$ cat src/rtl/fpga_wb_led_regs_pkg.sv
// rtl/fpga_wb_led_regs_pkg.sv - register map, bit indices and helpers for fpga_wb_led_regs
package fpga_wb_led_regs_pkg;

    localparam int ADR_ID         = 'h00;
    localparam int ADR_REV        = 'h01;
    localparam int ADR_SCRATCH    = 'h02;
    localparam int ADR_LED_CTRL   = 'h03;
    localparam int ADR_PERIOD     = 'h04;
    localparam int ADR_INT_STATUS = 'h05;
    localparam int ADR_INT_EN     = 'h06;

    localparam int LED_R_BIT     = 0;
    localparam int LED_G_BIT     = 1;
    localparam int LED_B_BIT     = 2;
    localparam int LED_BLINK_BIT = 3;

    localparam int INT_WRAP_BIT = 0;

    localparam logic [31:0] DEF_REG_DEFAULT = 32'hFAB_DEF_AC;

    // Replace only the byte lanes whose strobe is set.
    function automatic logic [31:0] byte_merge(input logic [31:0] cur,
                                               input logic [31:0] wr,
                                               input logic [3:0]  be);
        logic [31:0] res;
        res = cur;
        for (int i = 0; i < 4; i++) begin
            if (be[i]) begin
                res[i*8 +: 8] = wr[i*8 +: 8];
            end
        end
        return res;
    endfunction

endpackage

$ cat src/rtl/fpga_led_blink_timer.sv
// rtl/fpga_led_blink_timer.sv - programmable blink timer producing a phase and a wrap pulse
//
// Ports:
//   clk, rst_n  fabric clock, asynchronous active-low reset
//   period      terminal count; 0 stops the timer
//   period_wr   any write to PERIOD; restarts counter and phase
//   phase       blink phase, toggles on each wrap
//   wrap_pulse  single-cycle, high in the cycle whose closing edge wraps the counter
module fpga_led_blink_timer #(
    parameter int PERIOD_WIDTH = 24
) (
    input  logic                    clk,
    input  logic                    rst_n,
    input  logic [PERIOD_WIDTH-1:0] period,
    input  logic                    period_wr,
    output logic                    phase,
    output logic                    wrap_pulse
);

    logic [PERIOD_WIDTH-1:0] counter;

    // A PERIOD write restarts the timer, so it also masks a coincident wrap.
    assign wrap_pulse = (period != '0) && (counter == period) && !period_wr;

    always_ff @(posedge clk or negedge rst_n) begin
        if (!rst_n) begin
            counter <= '0;
            phase   <= 1'b0;
        end else if (period_wr || (period == '0)) begin
            counter <= '0;
            phase   <= 1'b0;
        end else if (wrap_pulse) begin
            counter <= '0;
            phase   <= ~phase;
        end else begin
            counter <= counter + PERIOD_WIDTH'(1);
        end
    end

endmodule

$ cat src/rtl/fpga_wb_led_regs.sv
// rtl/fpga_wb_led_regs.sv - Wishbone register responder with RGB LED blink controller
//
// Ports:
//   WB_CLK, WB_RST_n      fabric clock, asynchronous active-low reset
//   WBs_ADR/CYC/STB/WE    Wishbone word address and cycle controls
//   WBs_RD                read indication (WE=0 already implies a read)
//   WBs_BYTE_STB          byte-lane enables for writes
//   WBs_WR_DAT            write data
//   WBs_RD_DAT, WBs_ACK   registered read data and single-cycle acknowledge
//   led_r_o/g_o/b_o       registered LED drives, active-high
//   Interrupt_o           registered level interrupt (blink wrap & enable)
module fpga_wb_led_regs
    import fpga_wb_led_regs_pkg::*;
#(
    parameter int          ADDRWIDTH     = 7,
    parameter int          DATAWIDTH     = 32,
    parameter logic [31:0] ID_VALUE      = 32'hA5BD_0001,
    parameter logic [31:0] REV_VALUE     = 32'h0000_0100,
    parameter logic [31:0] DEF_REG_VALUE = DEF_REG_DEFAULT,
    parameter int          PERIOD_WIDTH  = 24
) (
    input  logic                 WB_CLK,
    input  logic                 WB_RST_n,
    input  logic [ADDRWIDTH-1:0] WBs_ADR,
    input  logic                 WBs_CYC,
    input  logic                 WBs_STB,
    input  logic                 WBs_WE,
    input  logic                 WBs_RD,
    input  logic [3:0]           WBs_BYTE_STB,
    input  logic [DATAWIDTH-1:0] WBs_WR_DAT,
    output logic [DATAWIDTH-1:0] WBs_RD_DAT,
    output logic                 WBs_ACK,
    output logic                 led_r_o,
    output logic                 led_g_o,
    output logic                 led_b_o,
    output logic                 Interrupt_o
);

    logic        unused_rd;
    logic        acc, wr_acc, rd_acc;
    logic        wr_scratch, wr_led_ctrl, wr_period, wr_int_status, wr_int_en;
    logic [31:0] scratch;
    logic [3:0]  led_ctrl;
    logic [PERIOD_WIDTH-1:0] period;
    logic        int_status, int_en, int_clr;
    logic        phase, wrap_pulse;
    logic [DATAWIDTH-1:0] rd_val;

    assign unused_rd = WBs_RD;

    // Holding off qualification while ACK is high guarantees no back-to-back ACKs.
    assign acc    = WBs_CYC & WBs_STB & ~WBs_ACK;
    assign wr_acc = acc & WBs_WE;
    assign rd_acc = acc & ~WBs_WE;

    assign wr_scratch    = wr_acc && (WBs_ADR == ADDRWIDTH'(ADR_SCRATCH));
    assign wr_led_ctrl   = wr_acc && (WBs_ADR == ADDRWIDTH'(ADR_LED_CTRL));
    assign wr_period     = wr_acc && (WBs_ADR == ADDRWIDTH'(ADR_PERIOD));
    assign wr_int_status = wr_acc && (WBs_ADR == ADDRWIDTH'(ADR_INT_STATUS));
    assign wr_int_en     = wr_acc && (WBs_ADR == ADDRWIDTH'(ADR_INT_EN));

    assign int_clr = wr_int_status & WBs_BYTE_STB[0] & WBs_WR_DAT[INT_WRAP_BIT];

    fpga_led_blink_timer #(
        .PERIOD_WIDTH(PERIOD_WIDTH)
    ) u_timer (
        .clk       (WB_CLK),
        .rst_n     (WB_RST_n),
        .period    (period),
        .period_wr (wr_period),
        .phase     (phase),
        .wrap_pulse(wrap_pulse)
    );

    always_comb begin
        rd_val = DEF_REG_VALUE;
        case (WBs_ADR)
            ADDRWIDTH'(ADR_ID):         rd_val = ID_VALUE;
            ADDRWIDTH'(ADR_REV):        rd_val = REV_VALUE;
            ADDRWIDTH'(ADR_SCRATCH):    rd_val = scratch;
            ADDRWIDTH'(ADR_LED_CTRL):   rd_val = DATAWIDTH'(led_ctrl);
            ADDRWIDTH'(ADR_PERIOD):     rd_val = DATAWIDTH'(period);
            ADDRWIDTH'(ADR_INT_STATUS): rd_val = DATAWIDTH'(int_status);
            ADDRWIDTH'(ADR_INT_EN):     rd_val = DATAWIDTH'(int_en);
            default:                    rd_val = DEF_REG_VALUE;
        endcase
    end

    always_ff @(posedge WB_CLK or negedge WB_RST_n) begin
        if (!WB_RST_n) begin
            WBs_ACK    <= 1'b0;
            WBs_RD_DAT <= '0;
            scratch    <= '0;
            led_ctrl   <= '0;
            period     <= '0;
            int_status <= 1'b0;
            int_en     <= 1'b0;
        end else begin
            WBs_ACK <= acc;
            if (rd_acc) begin
                WBs_RD_DAT <= rd_val;
            end
            if (wr_scratch) begin
                scratch <= byte_merge(scratch, WBs_WR_DAT, WBs_BYTE_STB);
            end
            if (wr_led_ctrl && WBs_BYTE_STB[0]) begin
                led_ctrl <= WBs_WR_DAT[3:0];
            end
            if (wr_period) begin
                for (int i = 0; i < PERIOD_WIDTH; i++) begin
                    if (WBs_BYTE_STB[i/8]) begin
                        period[i] <= WBs_WR_DAT[i];
                    end
                end
            end
            if (wr_int_en && WBs_BYTE_STB[0]) begin
                int_en <= WBs_WR_DAT[0];
            end
            // Set has priority over a coincident write-1-to-clear.
            int_status <= (int_status & ~int_clr) | wrap_pulse;
        end
    end

    always_ff @(posedge WB_CLK or negedge WB_RST_n) begin
        if (!WB_RST_n) begin
            led_r_o     <= 1'b0;
            led_g_o     <= 1'b0;
            led_b_o     <= 1'b0;
            Interrupt_o <= 1'b0;
        end else begin
            led_r_o     <= led_ctrl[LED_R_BIT] & (led_ctrl[LED_BLINK_BIT] ? phase : 1'b1);
            led_g_o     <= led_ctrl[LED_G_BIT] & (led_ctrl[LED_BLINK_BIT] ? phase : 1'b1);
            led_b_o     <= led_ctrl[LED_B_BIT] & (led_ctrl[LED_BLINK_BIT] ? phase : 1'b1);
            Interrupt_o <= int_status & int_en;
        end
    end

endmodule

$ cat config.mk
export PLATFORM = sky130hd
export DESIGN_NAME = fpga_wb_led_regs
export DESIGN_NICKNAME = d
export VERILOG_FILES = /design/src/rtl/fpga_wb_led_regs_pkg.sv /design/src/rtl/fpga_led_blink_timer.sv /design/src/rtl/fpga_wb_led_regs.sv
export SDC_FILE = /design/constraint.sdc
export NUM_CORES = 1
export LEC_CHECK = 0
export ABC_AREA = 0
export CAP_MARGIN = 20
export CORE_UTILIZATION = 58
export DETAILED_ROUTE_END_ITERATION = 6
export PLACE_DENSITY_LB_ADDON = 0.05
export REMOVE_ABC_BUFFERS = 1
export SLEW_MARGIN = 20
export SYNTH_ARGS = -nofsm -noshare
export SYNTH_HDL_FRONTEND = slang
export SYNTH_SLANG_ARGS = --single-unit
$ cat constraint.sdc
create_clock -name WB_CLK -period 3.6 [get_ports WB_CLK]
set_input_delay 0.72 -clock WB_CLK [delete_from_list [all_inputs] [get_ports WB_CLK]]
set_output_delay 0.72 -clock WB_CLK [all_outputs]
set_load 0.01 [all_outputs]
==> impl_metrics.json, run 1 <==
{
  "reg2reg_depth": 5,
  "routed-via-count": 4219,
  "htree_num_levels": 4,
  "min_path_type": "primary input to asynchronous set/reset pin",
  "overflow": 0,
  "finalHoldViolCount": 0,
  "critical_path_class": "primary input to flip-flop",
  "n_antenna_cell": 0,
  "finalInstanceArea_sq_mm": 0.00737,
  "post_cts_resized": 0,
  "crit_chain": "clkdlybuf4s50_1, or4_1, nor3b_4, and3_1, mux2_1",
  "grtUsageMet1": 0.380,
  "area_growth_pct": 28.4,
  "finalCritPeriodShare": 0.779,
  "grt_pass1_vias": 4420,
  "cp_num_cells": 5,
  "reg2reg_slack_ps": 1380,
  "grtUsageMet3": 0.0821,
  "arrival_ps": 3210,
  "max_slew.worst_pin.slew_ps": 942,
  "dieWidth_microns": 101,
  "crit_required_ps": 4000,
  "leakagePower_nw": 3.29,
  "rsz0062_at_grt": "no",
  "yosys.cell_types.count": 42,
  "clkTransAtPathRegs_ps": 60,
  "route.detailed.drc": 0,
  "total_power_w": 0.00389,
  "r2r_end": "u_timer.counter[20]$_DFF_PN0_",
  "ys_ff_latch": 124,
  "avgRoutedWirePerCell_microns": 19.0,
  "die_y_microns": 101,
  "crit_end": "period[11]$_DFFE_PN0P_",
  "grt_usage": 0.299,
  "grt_pass1_wl_microns": 22700,
  "drive_gt1_frac": 0.142,
  "cts_buffers": 17,
  "antenna_found_initial": 0,
  "wl_microns": 13900,
  "fp.dieArea_sq_mm": 0.0103,
  "slew_headroom": 0.367,
  "dp_hpwl_microns": 9070,
  "setup_viol_count_final": 0,
  "synth-edff-count": 0,
  "fmax_mhz": 357,
  "synth_top_flop_cell": "dfrtp_1",
  "critPathTopFamily": "simple AND/OR/NAND/NOR gates",
  "synthTopCellsByCount": "dfrtp_1, nor2_1, mux2_1, xnor2_1, nand2_1",
  "start_util": 0.609,
  "cp-startpoint": "WBs_ADR[5]",
  "cts_root_buffer": "clkbuf_8",
  "worst_r2r_startpoint": "u_timer.counter[2]$_DFF_PN0_",
  "critPathLaunchType": "primary input",
  "status": "completed",
  "p_per_area_mw_per_mm2": 528,
  "syn-cell-area_sq_mm": 0.00574,
  "syn_inst": 492,
  "hold_slack_ps": 179,
  "synth_most_common_cell": "dfrtp_1",
  "nNetsFinal": 637,
  "clkLatencyLatePin_ps": 520,
  "cts_hold_buf": 0,
  "grt_busiest_layer": "met2",
  "route.detailed.vias_per_inst": 5.79,
  "ir_drop_mv": 0.456,
  "drv_cap": 0,
  "placed_area_sq_mm": 0.00669,
  "worst-path-max-fanout": 10,
  "grt_max_degree": 83,
  "coreArea_sq_mm": 0.00942,
  "rows": 35,
  "setup_tns_ps": 0,
  "synth_async_sr_flop_share": 1.00,
  "critPathSlowestCell": "or4_1",
  "synth_top_area_share": 0.541,
  "yosys-top-cells-area": "dfrtp_1, mux2_4, mux2_1",
  "endpoint_kind": "flip-flop",
  "cts_sinks": 124,
  "portBuffers": 84,
  "cp.buffers_inverters": 1,
  "dr.pass1.iters": 5,
  "gp_congestion": 0.839,
  "ys_seq_area_frac": 0.541,
  "critPathMaxStageDelay_ps": 600,
  "cts_setup_buffers": 0,
  "synth.avg_cell_area_sq_um": 11.7,
  "ios": 86,
  "drt_iter0_drc": 176,
  "use_met2": 0.491,
  "cts_tree": "built",
  "drtAntennaViolNets": 0,
  "layout_min_cycle_time_ps": 2800,
  "synth_top_area_cell": "dfrtp_1",
  "ys_warn_count": 0,
  "finClkSkew_ps": 8.36,
  "clockBufferDepth": 2,
  "slew_violations": 0
}
-- how the worst min path moves through the flow --
stage	endpoint	slack, ps	cells past startpoint
after floorplan	Interrupt_o$_DFF_PN0_	420	0
after global placement	WBs_RD_DAT[4]$_DFFE_PN0P_	460	2
after detailed placement	WBs_RD_DAT[4]$_DFFE_PN0P_	470	2
after CTS	WBs_RD_DAT[11]$_DFFE_PN0P_	200	1
after global routing	WBs_RD_DAT[11]$_DFFE_PN0P_	220	1
final	WBs_RD_DAT[11]$_DFFE_PN0P_	180	1
-- stage by stage --
step | utilization | setup WS (ps) | cells
floorplan | - | 433 | 467
global placement | 0.710 | 386 | 697
detailed placement | 0.710 | 311 | 697
CTS | 0.782 | 830 | 729
global route | 0.782 | 681 | 729
finish | 0.782 | 795 | 729
-- where the power goes --
part / switching [W] / internal, W
Combinational: 0.000230 / 0.000193
Clock: 0.000638 / 0.00131
Sequential: 0.0000655 / 0.00146
-- final cells by class --
type	instances	area [sq um]
repair buffers	101	978
fillers	592	2050
well taps	129	161
flip-flops and latches	124	3100
clock buffers	19	442
inverters	6	22.5
multi-input cells	337	2420
clock inverters	13	238
-- cells in the final DEF (no fill, tap or decap), drive strengths merged, types with 2 or more instances in the layout --
| master | n |
|---|---|
| a21oi | 21 |
| a221oi | 10 |
| a22o | 2 |
| a22oi | 12 |
| and2 | 7 |
| and3 | 10 |
| buf | 18 |
| bufinv | 6 |
| clkbuf | 19 |
| clkdlybuf4s50 | 83 |
| clkinv | 3 |
| clkinvlp | 3 |
| dfrtp | 124 |
| inv | 7 |
| mux2 | 60 |
| nand2 | 27 |
| nand3 | 14 |
| nand4 | 16 |
| nor2 | 71 |
| nor2b | 4 |
| nor3 | 3 |
| nor3b | 2 |
| nor4 | 10 |
| o21ai | 10 |
| xnor2 | 29 |
| xor2 | 17 |
-- registers in the layout, indices dropped and copies added, names as in the netlist --
name             flops
WBs_RD_DAT          32
scratch             32
u_timer.phase        1
period              24
int_status           1
led_r_o              1
int_en               1
u_timer.counter     24
Interrupt_o          1
led_b_o              1
WBs_ACK              1
led_ctrl             4
led_g_o              1
-- layer usage --
metal  vias up  share of wire
met5         -              0
met3        26          0.062
met4         0          0.020
met1      2126           0.42
met2       146           0.50
li1       1921              -
-- worst register-to-register path: stages (launching register included) --
cell and delay (ps):
dfrtp_1 450, xnor2_1 230, nand4_1 160, nor4_1 610
a21o_2 530, nor2_1 120
-- logic make-up (layout without fill, tap and decap cells) --
group	after synthesis	after routing	share of synthesized area
AO/OA/AOI/OAI	61	61	0.0700
adder cells (fa/ha/maj)	1	1	0.00218
flip-flops	124	124	0.541
buffers and inverters	31	139	0.0369
multiplexers	61	61	0.135
AND/OR/NAND/NOR	168	168	0.144
XOR/XNOR	46	46	0.0702
Note: power is estimated with default switching activity, not from simulation.
==> inputs of run 2 (changes only) <==
--- a/config.mk
+++ b/config.mk
@@ -7,7 +7,7 @@
 export LEC_CHECK = 0
 export ABC_AREA = 0
 export CAP_MARGIN = 20
-export CORE_UTILIZATION = 58
+export CORE_UTILIZATION = 54
 export DETAILED_ROUTE_END_ITERATION = 6
 export PLACE_DENSITY_LB_ADDON = 0.05
 export REMOVE_ABC_BUFFERS = 1
==> constraint.sdc (replaced) <==
create_clock -name WB_CLK -period 2.9 [get_ports WB_CLK]
set_input_delay 0.58 -clock WB_CLK [delete_from_list [all_inputs] [get_ports WB_CLK]]
set_output_delay 0.58 -clock WB_CLK [all_outputs]
set_load 0.01 [all_outputs]
==> impl_metrics.json, run 2 (synthesis results as in run 1) <==
{
  "drtAntennaViolNets": 0,
  "route.detailed.vias_per_inst": 5.45,
  "cts_sinks": 124,
  "grt_usage": 0.256,
  "finalCritPeriodShare": 0.817,
  "antenna_found_initial": 0,
  "rows": 37,
  "fmax_mhz": 422,
  "ir_drop_mv": 0.549,
  "critical_path_class": "primary input to flip-flop",
  "status": "completed",
  "die_y_microns": 105,
  "ios": 86,
  "clkLatencyLatePin_ps": 530,
  "routed-via-count": 4078,
  "avgRoutedWirePerCell_microns": 17.3,
  "finClkSkew_ps": 6.49,
  "p_per_area_mw_per_mm2": 637,
  "wl_microns": 12900,
  "drt_iter0_drc": 172,
  "cts_buffers": 17,
  "htree_num_levels": 4,
  "setup_viol_count_final": 0,
  "largest_registers": "WBs_RD_DAT (32), scratch (32)",
  "crit_required_ps": 3300,
  "drive_gt1_frac": 0.157,
  "stdcell_count": 748,
  "cts_tree": "built",
  "power.switching_w": 0.00111,
  "seqPwrFrac": 0.398,
  "start_util": 0.556,
  "setup_ws_ps": 530,
  "slew_violations": 0,
  "overflow": 0,
  "power_frac_clock": 0.478,
  "fp.dieArea_sq_mm": 0.0110,
  "max_slew.worst_pin.slew_ps": 613,
  "area_growth_pct": 30.1,
  "p_comb_frac": 0.124,
  "leakagePower_nw": 3.36,
  "worst-path-max-fanout": 8,
  "grt_max_degree": 59,
  "grt_pass1_vias": 4225,
  "finalHoldViolCount": 0,
  "most-common-layout-cells": "dfrtp_1, clkdlybuf4s50_1, nor2_1",
  "p_int_w": 0.00364,
  "drv_cap": 0,
  "place_ws_ps": 7.01,
  "cts_root_buffer": "clkbuf_8",
  "rsz0062_at_grt": "no",
  "portBuffers": 84,
  "dp_hpwl_microns": 9120,
  "layout_min_cycle_time_ps": 2370,
  "post-route-util": 0.723,
  "endpoint_kind": "flip-flop",
  "arrival_ps": 2770,
  "n_antenna_cell": 0,
  "post_cts_resized": 0,
  "grt_pass1_wl_microns": 21500,
  "min_path_type": "primary input to asynchronous set/reset pin",
  "critPathLaunchType": "primary input",
  "gp_congestion": 0.812,
  "nNetsFinal": 649,
  "cts_hold_buf": 0,
  "final_common_cell": "dfrtp_1",
  "clkTransAtPathRegs_ps": 60,
  "route.detailed.drc": 0,
  "slew_headroom": 0.590,
  "clockBufferDepth": 2,
  "dieWidth_microns": 105,
  "coreArea_sq_mm": 0.0103,
  "cts_setup_buffers": 0,
  "dr.pass1.iters": 4,
  "p_sw_frac": 0.234,
  "dpl.cell_count": 716
}
-- run 2: cell types whose count changed in the layout (fill, tap and decap cells not counted), sizes merged --
cell / before / now
inv: 7 / 6
clkinvlp: 3 / 1
bufinv: 6 / 5
clkbuf: 19 / 21
buf: 18 / 30
clkinv: 3 / 5
-- run 2: area by class of cell --
class	instances	area [sq um]
clock buffer	21	449
clock inverter	11	190
fill	718	2860
inverter	6	22.5
multi-input combinational	337	2420
sequential	124	3100
tap	136	170
timing repair buffer	113	1110
-- run 2: path summary, 6_finish.rpt --
check | start | end | slack [ps] | cells after the start
setup / recovery | WBs_ADR[5] | period[8]$_DFFE_PN0P_ | 530 | 6
hold / removal | WB_RST_n | scratch[31]$_DFFE_PN0P_ | 40 | 1
setup reg to reg | u_timer.counter[10]$_DFF_PN0_ | u_timer.counter[12]$_DFF_PN0_ | 970 | 6
hold reg to reg | WBs_RD_DAT[24]$_DFFE_PN0P_ | WBs_RD_DAT[24]$_DFFE_PN0P_ | 480 | 2
max in group asynchronous | WB_RST_n | Interrupt_o$_DFF_PN0_ | 2110 | 2
min in group WB_CLK | WBs_RD_DAT[24]$_DFFE_PN0P_ | WBs_RD_DAT[24]$_DFFE_PN0P_ | 480 | 2
-- run 2: power by group through the flow --
stage / logic (W) / clock network, W / registers (W)
6_report: 0.000591 / 0.00227 / 0.00189
3_5_place_dp: 0.000595 / 0 / 0.00192
5_1_grt: 0.000656 / 0.00237 / 0.00190
4_1_cts: 0.000600 / 0.00230 / 0.00189
3_3_place_gp: 0.000584 / 0 / 0.00192
2_1_floorplan: 0.000268 / 0 / 0.00191
-- run 2: critical path: stages --
cell and delay (ps):
clkdlybuf4s50_1 420, or4_1 650, nor3b_4 390, and3_1 260
buf_12 140, mux2_1 320
-- run 2: routing by layer --
layer  track usage  routed length [microns]
met5             0                        0
met4         0.101                      190
met3        0.0586                      549
met2         0.413                     6250
met1         0.337                     5950
-- run 2: metrics by stage --
step                      hold WS (ps)  setup TNS, ps  power (W)  instance area [sq um]
after floorplan                    284          -1020    0.00218                   5550
after global placement             463              0    0.00250                   6830
after detailed placement           474              0    0.00252                   6830
after CTS                         36.7              0    0.00479                   7460
after global routing              60.8              0    0.00493                   7460
final                             41.9              0    0.00475                   7460
==> inputs of run 3 (changes only) <==
--- a/config.mk
+++ b/config.mk
@@ -7,7 +7,7 @@
 export LEC_CHECK = 0
 export ABC_AREA = 0
 export CAP_MARGIN = 20
-export CORE_UTILIZATION = 54
+export CORE_UTILIZATION = 49
 export DETAILED_ROUTE_END_ITERATION = 6
 export PLACE_DENSITY_LB_ADDON = 0.05
 export REMOVE_ABC_BUFFERS = 1
==> constraint.sdc (replaced) <==
create_clock -name WB_CLK -period 2.1 [get_ports WB_CLK]
set_input_delay 0.42 -clock WB_CLK [delete_from_list [all_inputs] [get_ports WB_CLK]]
set_output_delay 0.42 -clock WB_CLK [all_outputs]
set_load 0.01 [all_outputs]
==> impl_metrics.json, run 3 (synthesis results as in run 1) <==
{
  "status": "completed",
  "route.detailed.drc": 0,
  "wl_microns": 14000,
  "die_y_microns": 110,
  "hold_start": "WBs_RD_DAT[26]$_DFFE_PN0P_",
  "htree_num_levels": 4,
  "rsz0062_at_grt": "yes",
  "endpoint_kind": "flip-flop",
  "crit_required_ps": 2390,
  "overflow": 0,
  "critPathLaunchType": "primary input",
  "power.switching_w": 0.00154,
  "clkTransAtPathRegs_ps": 50,
  "leakagePower_nw": 3.49,
  "gp_congestion": 0.821,
  "finalHoldViolCount": 0,
  "ios": 86,
  "grt_pass1_wl_microns": 21800,
  "fmax_mhz": 481,
  "cp-startpoint": "WBs_ADR[6]",
  "cts_tree": "built",
  "post-route-util": 0.678,
  "slew_headroom": 0.675,
  "worst_r2r_startpoint": "WBs_ACK$_DFF_PN0_",
  "ir_drop_mv": 0.795,
  "avgRoutedWirePerCell_microns": 18.0,
  "nNetsFinal": 672,
  "final_common_cell": "dfrtp_1",
  "grt_usage": 0.245,
  "dieWidth_microns": 110,
  "start_util": 0.502,
  "arrival_ps": 2370,
  "dr.pass1.iters": 4,
  "p_sw_frac": 0.238,
  "layout_min_cycle_time_ps": 2080,
  "cts_sinks": 124,
  "routed-via-count": 4229,
  "power_frac_clock": 0.459,
  "coreArea_sq_mm": 0.0114,
  "p_int_w": 0.00494,
  "grt_max_degree": 51,
  "dp_hpwl_microns": 9770,
  "area_growth_pct": 35.0,
  "max_slew.worst_pin.slew_ps": 488,
  "antenna_found_initial": 0,
  "finalCritPeriodShare": 0.991,
  "drtAntennaViolNets": 0,
  "most-common-layout-cells": "dfrtp_1, clkdlybuf4s50_1, nor2_1",
  "clockBufferDepth": 2,
  "route.detailed.vias_per_inst": 5.44,
  "rows": 39,
  "worst-path-max-fanout": 9,
  "slew_violations": 0,
  "portBuffers": 84,
  "clkLatencyLatePin_ps": 420,
  "drv_cap": 0,
  "grt_pass1_vias": 4194,
  "finClkSkew_ps": 5.65,
  "fp.dieArea_sq_mm": 0.0121,
  "cts_buffers": 17,
  "largest_registers": "WBs_RD_DAT (32), scratch (32)",
  "min_path_type": "flip-flop to flip-flop",
  "cts_root_buffer": "clkbuf_16",
  "drt_iter0_drc": 220,
  "seqPwrFrac": 0.403,
  "p_comb_frac": 0.138,
  "setup_viol_count_final": 0,
  "critical_path_class": "primary input to flip-flop",
  "p_per_area_mw_per_mm2": 837,
  "drive_gt1_frac": 0.209,
  "total_power_w": 0.00648
}
[run 3: cell type report]
| cell class | count | area [sq um] |
|---|---|---|
| inverter | 6 | 22.5 |
| multi-input combinational | 337 | 2500 |
| tap | 143 | 179 |
| clock buffer | 23 | 488 |
| antenna | 1 | 2.50 |
| clock inverter | 7 | 113 |
| timing repair buffer | 136 | 1330 |
| sequential | 124 | 3100 |
| fill | 896 | 3680 |
[run 3: per-layer routing]
layer,routed length [microns],vias up,global-route usage
li1,-,1988,-
met1,6610,2114,0.333
met2,6530,101,0.377
met3,569,26,0.0664
met4,279,0,0.0930
met5,0,-,0
[run 3: repair_timing]
action                     in CTS  in global routing
pin swaps                       3                  2
hold endpoints to repair       32                  0
buffers inserted                2                  2
hold buffers                    1                  0
resized for setup              10                 12
setup endpoints to repair     106                 80
cloned                          0                  1
[run 3: power by group through the flow]
stage | logic [W] | registers (W) | clock network (W)
2_1_floorplan | 0.000371 | 0.00264 | 0
3_5_place_dp | 0.000806 | 0.00265 | 0
3_3_place_gp | 0.000795 | 0.00265 | 0
5_1_grt | 0.000981 | 0.00263 | 0.00313
4_1_cts | 0.000815 | 0.00261 | 0.00303
6_report | 0.000895 | 0.00261 | 0.00297
[run 3: worst paths after layout]
check                                              to  slack (ps)  depth (start not counted)
setup / recovery                period[5]$_DFFE_PN0P_          20                          7
setup reg to reg               scratch[2]$_DFFE_PN0P_         280                          7
hold reg to reg            WBs_RD_DAT[26]$_DFFE_PN0P_         480                          2
hold / removal             WBs_RD_DAT[26]$_DFFE_PN0P_         480                          2
max in group asynchronous  WBs_RD_DAT[30]$_DFFE_PN0P_         970                          3
min in group asynchronous     scratch[11]$_DFFE_PN0P_         510                          2
[run 3: stage by stage]
step,cell area (sq um),setup WS [ps],setup TNS [ps],cells,hold WS (ps)
floorplan,5550,-767,-49490,467,124
global placement,6990,-603,-58940,740,412
detailed placement,6990,-625,-61590,740,413
CTS,7640,18.8,0,773,489
global route,7740,-7.93,-27.4,776,514
finish,7740,19.5,0,777,481
[run 3: worst max-delay path: stages]
cell,delay (ps)
clkdlybuf4s50_1,420
or4_4,540
nor3b_4,190
buf_6,160
and3_4,200
buf_12,120
mux2_1,320
==> RTL edit, RTL diff (flow settings as in run 3) <==
Reset style: synchronous (`WB_RST_n` and `rst_n`), changed in 3 clocked blocks. Comments in the files are not updated.
--- a/src/rtl/fpga_led_blink_timer.sv
+++ b/src/rtl/fpga_led_blink_timer.sv
@@ -24,3 +24,3 @@
 
-    always_ff @(posedge clk or negedge rst_n) begin
+    always_ff @(posedge clk) begin
         if (!rst_n) begin
--- a/src/rtl/fpga_wb_led_regs.sv
+++ b/src/rtl/fpga_wb_led_regs.sv
@@ -88,3 +88,3 @@
 
-    always_ff @(posedge WB_CLK or negedge WB_RST_n) begin
+    always_ff @(posedge WB_CLK) begin
         if (!WB_RST_n) begin
@@ -123,3 +123,3 @@
 
-    always_ff @(posedge WB_CLK or negedge WB_RST_n) begin
+    always_ff @(posedge WB_CLK) begin
         if (!WB_RST_n) begin
Behaviour: differs if WB_RST_n is asserted again (counterexample within 4 cycles, from zero or initial values and one cycle with WB_RST_n low); with WB_RST_n held inactive, the same outputs for 4 cycles.
==> RTL edit against run 3 <==
Maximum frequency up 7.7%; synthesized area down 6.7%; setup slack better by 0.15 ns; routed wire length up 4.3%; critical path depth unchanged; design area down 7.2%; count of clock-buffer cells in the layout down 5; hold slack worse by 0.037 ns; via count up 17%; sequential cell count unchanged; sequential share of layout area down 5.5 points; clock skew up 0.0040 ns; critical path type unchanged; critical endpoint is now scratch[19].
Power is not compared: it rests on default switching activity, and its combinational part moved more than twofold at a synthesized area within 25%.
==> RTL edit: results (changes against run 3) <==
- Ys async rst share: 0% (was 100.0%)
- Leading area contributor after synthesis: dfxtp_1 (was dfrtp_1)
- Fillcell total: 866 (was 896)
- Met3 GRT Util: 5.334% (was 6.643%)
- Final WL: 14580 um (was 13980 um)
- Delay of the slowest critical-path stage: 0.58 ns (was 0.54 ns)
- Vias: 4930 (was 4229)
- Outcome: finished, final reports clean (unchanged)
- ANT cells: 0 (was 1)
- Wire per inst: 16.64 um (was 18.00 um)
- Global-route total usage across every layer: 26.81% (was 24.53%)
- Largest net degree at the start of global routing: 71 (was 51)
- Vias in the first global route: 4805 (was 4194)
- Worst-margin pin slew: 0.4366 ns (was 0.4882 ns)
- Met1 GRT Util: 33.30% (was 33.27%)
- DRT Pass-1 Iters: 7 (was 4)
- CP Max Fanout: 8 (was 9)
- Share of layout cells above drive strength 1: 14.32% (was 20.85%)
- Clock Skew: 0.009609 ns (was 0.005653 ns)
- Clock Latency Late Sink: 0.52 ns (was 0.42 ns)
- Post-Syn Instances: 612 (was 492)
- Post-CTS setup repair buffer count: 0 (was 2)
- Dpl cells: 844 (was 740)
- First-pass GRT wire length: 23810 um (was 21770 um)
- Area after DPL: 6606 um2 (was 6987 um2)
- Post-CTS Resized: 0 (was 10)
- DP Worst Slack: -0.3592 ns (was -0.6249 ns)
- Met2 Use GR: 45.45% (was 37.68%)
-- RTL edit: changes by cell type after synthesis, sizes merged, moves of 26 or more --
| cell | before | now |
|---|---|---|
| dfxtp | 0 | 124 |
| nand2 | 27 | 86 |
| dfrtp | 124 | 0 |
| a21oi | 21 | 57 |
| mux2 | 60 | 0 |
| nor3 | 3 | 29 |
-- RTL edit: path summary, 6_finish.rpt --
kind / start / endpoint / slack (ns) / cells after the start
worst max-delay path: WBs_ADR[3] / scratch[19] / 0.17 / 7
worst min-delay path: led_ctrl[2] / led_b_o / 0.44 / 2
worst max register to register: period[21] / u_timer.counter[19] / 0.23 / 6
worst min register to register: led_ctrl[2] / led_b_o / 0.44 / 2
-- RTL edit: final cells by class --
class / count / share of cell area [%]
clock inverters: 14 / 2.229
inverters: 6 / 0.3135
well taps: 136 / 2.369
clock buffers: 18 / 5.817
flip-flops and latches: 124 / 34.55
multi-input cells: 444 / 37.10
repair buffers: 134 / 17.62
-- RTL edit: power breakdown --
group	switching, mW	internal, mW
Clock	1.15	1.72
Combinational	0.146	0.169
Sequential	0.0120	2.38
Total	1.31	4.26
-- RTL edit: cell families after synthesis --
| family | Yosys count | synth area share [%] |
|---|---|---|
| mux | 23 | 4.304 |
| buf+inv | 44 | 3.883 |
| simple gates | 255 | 23.25 |
| flops | 124 | 46.41 |
| xor+xnor | 45 | 7.368 |
| compound gates | 120 | 14.55 |
| fa+ha+maj | 1 | 0.2339 |
-- RTL edit: per-layer routing --
| metal | vias up | part of all wire (%) |
|---|---|---|
| met3 | 29 | 4.9 |
| met2 | 156 | 49 |
| met4 | 0 | 2.3 |
| met1 | 2366 | 44 |
| met5 | - | 0 |
| li1 | 2379 | - |
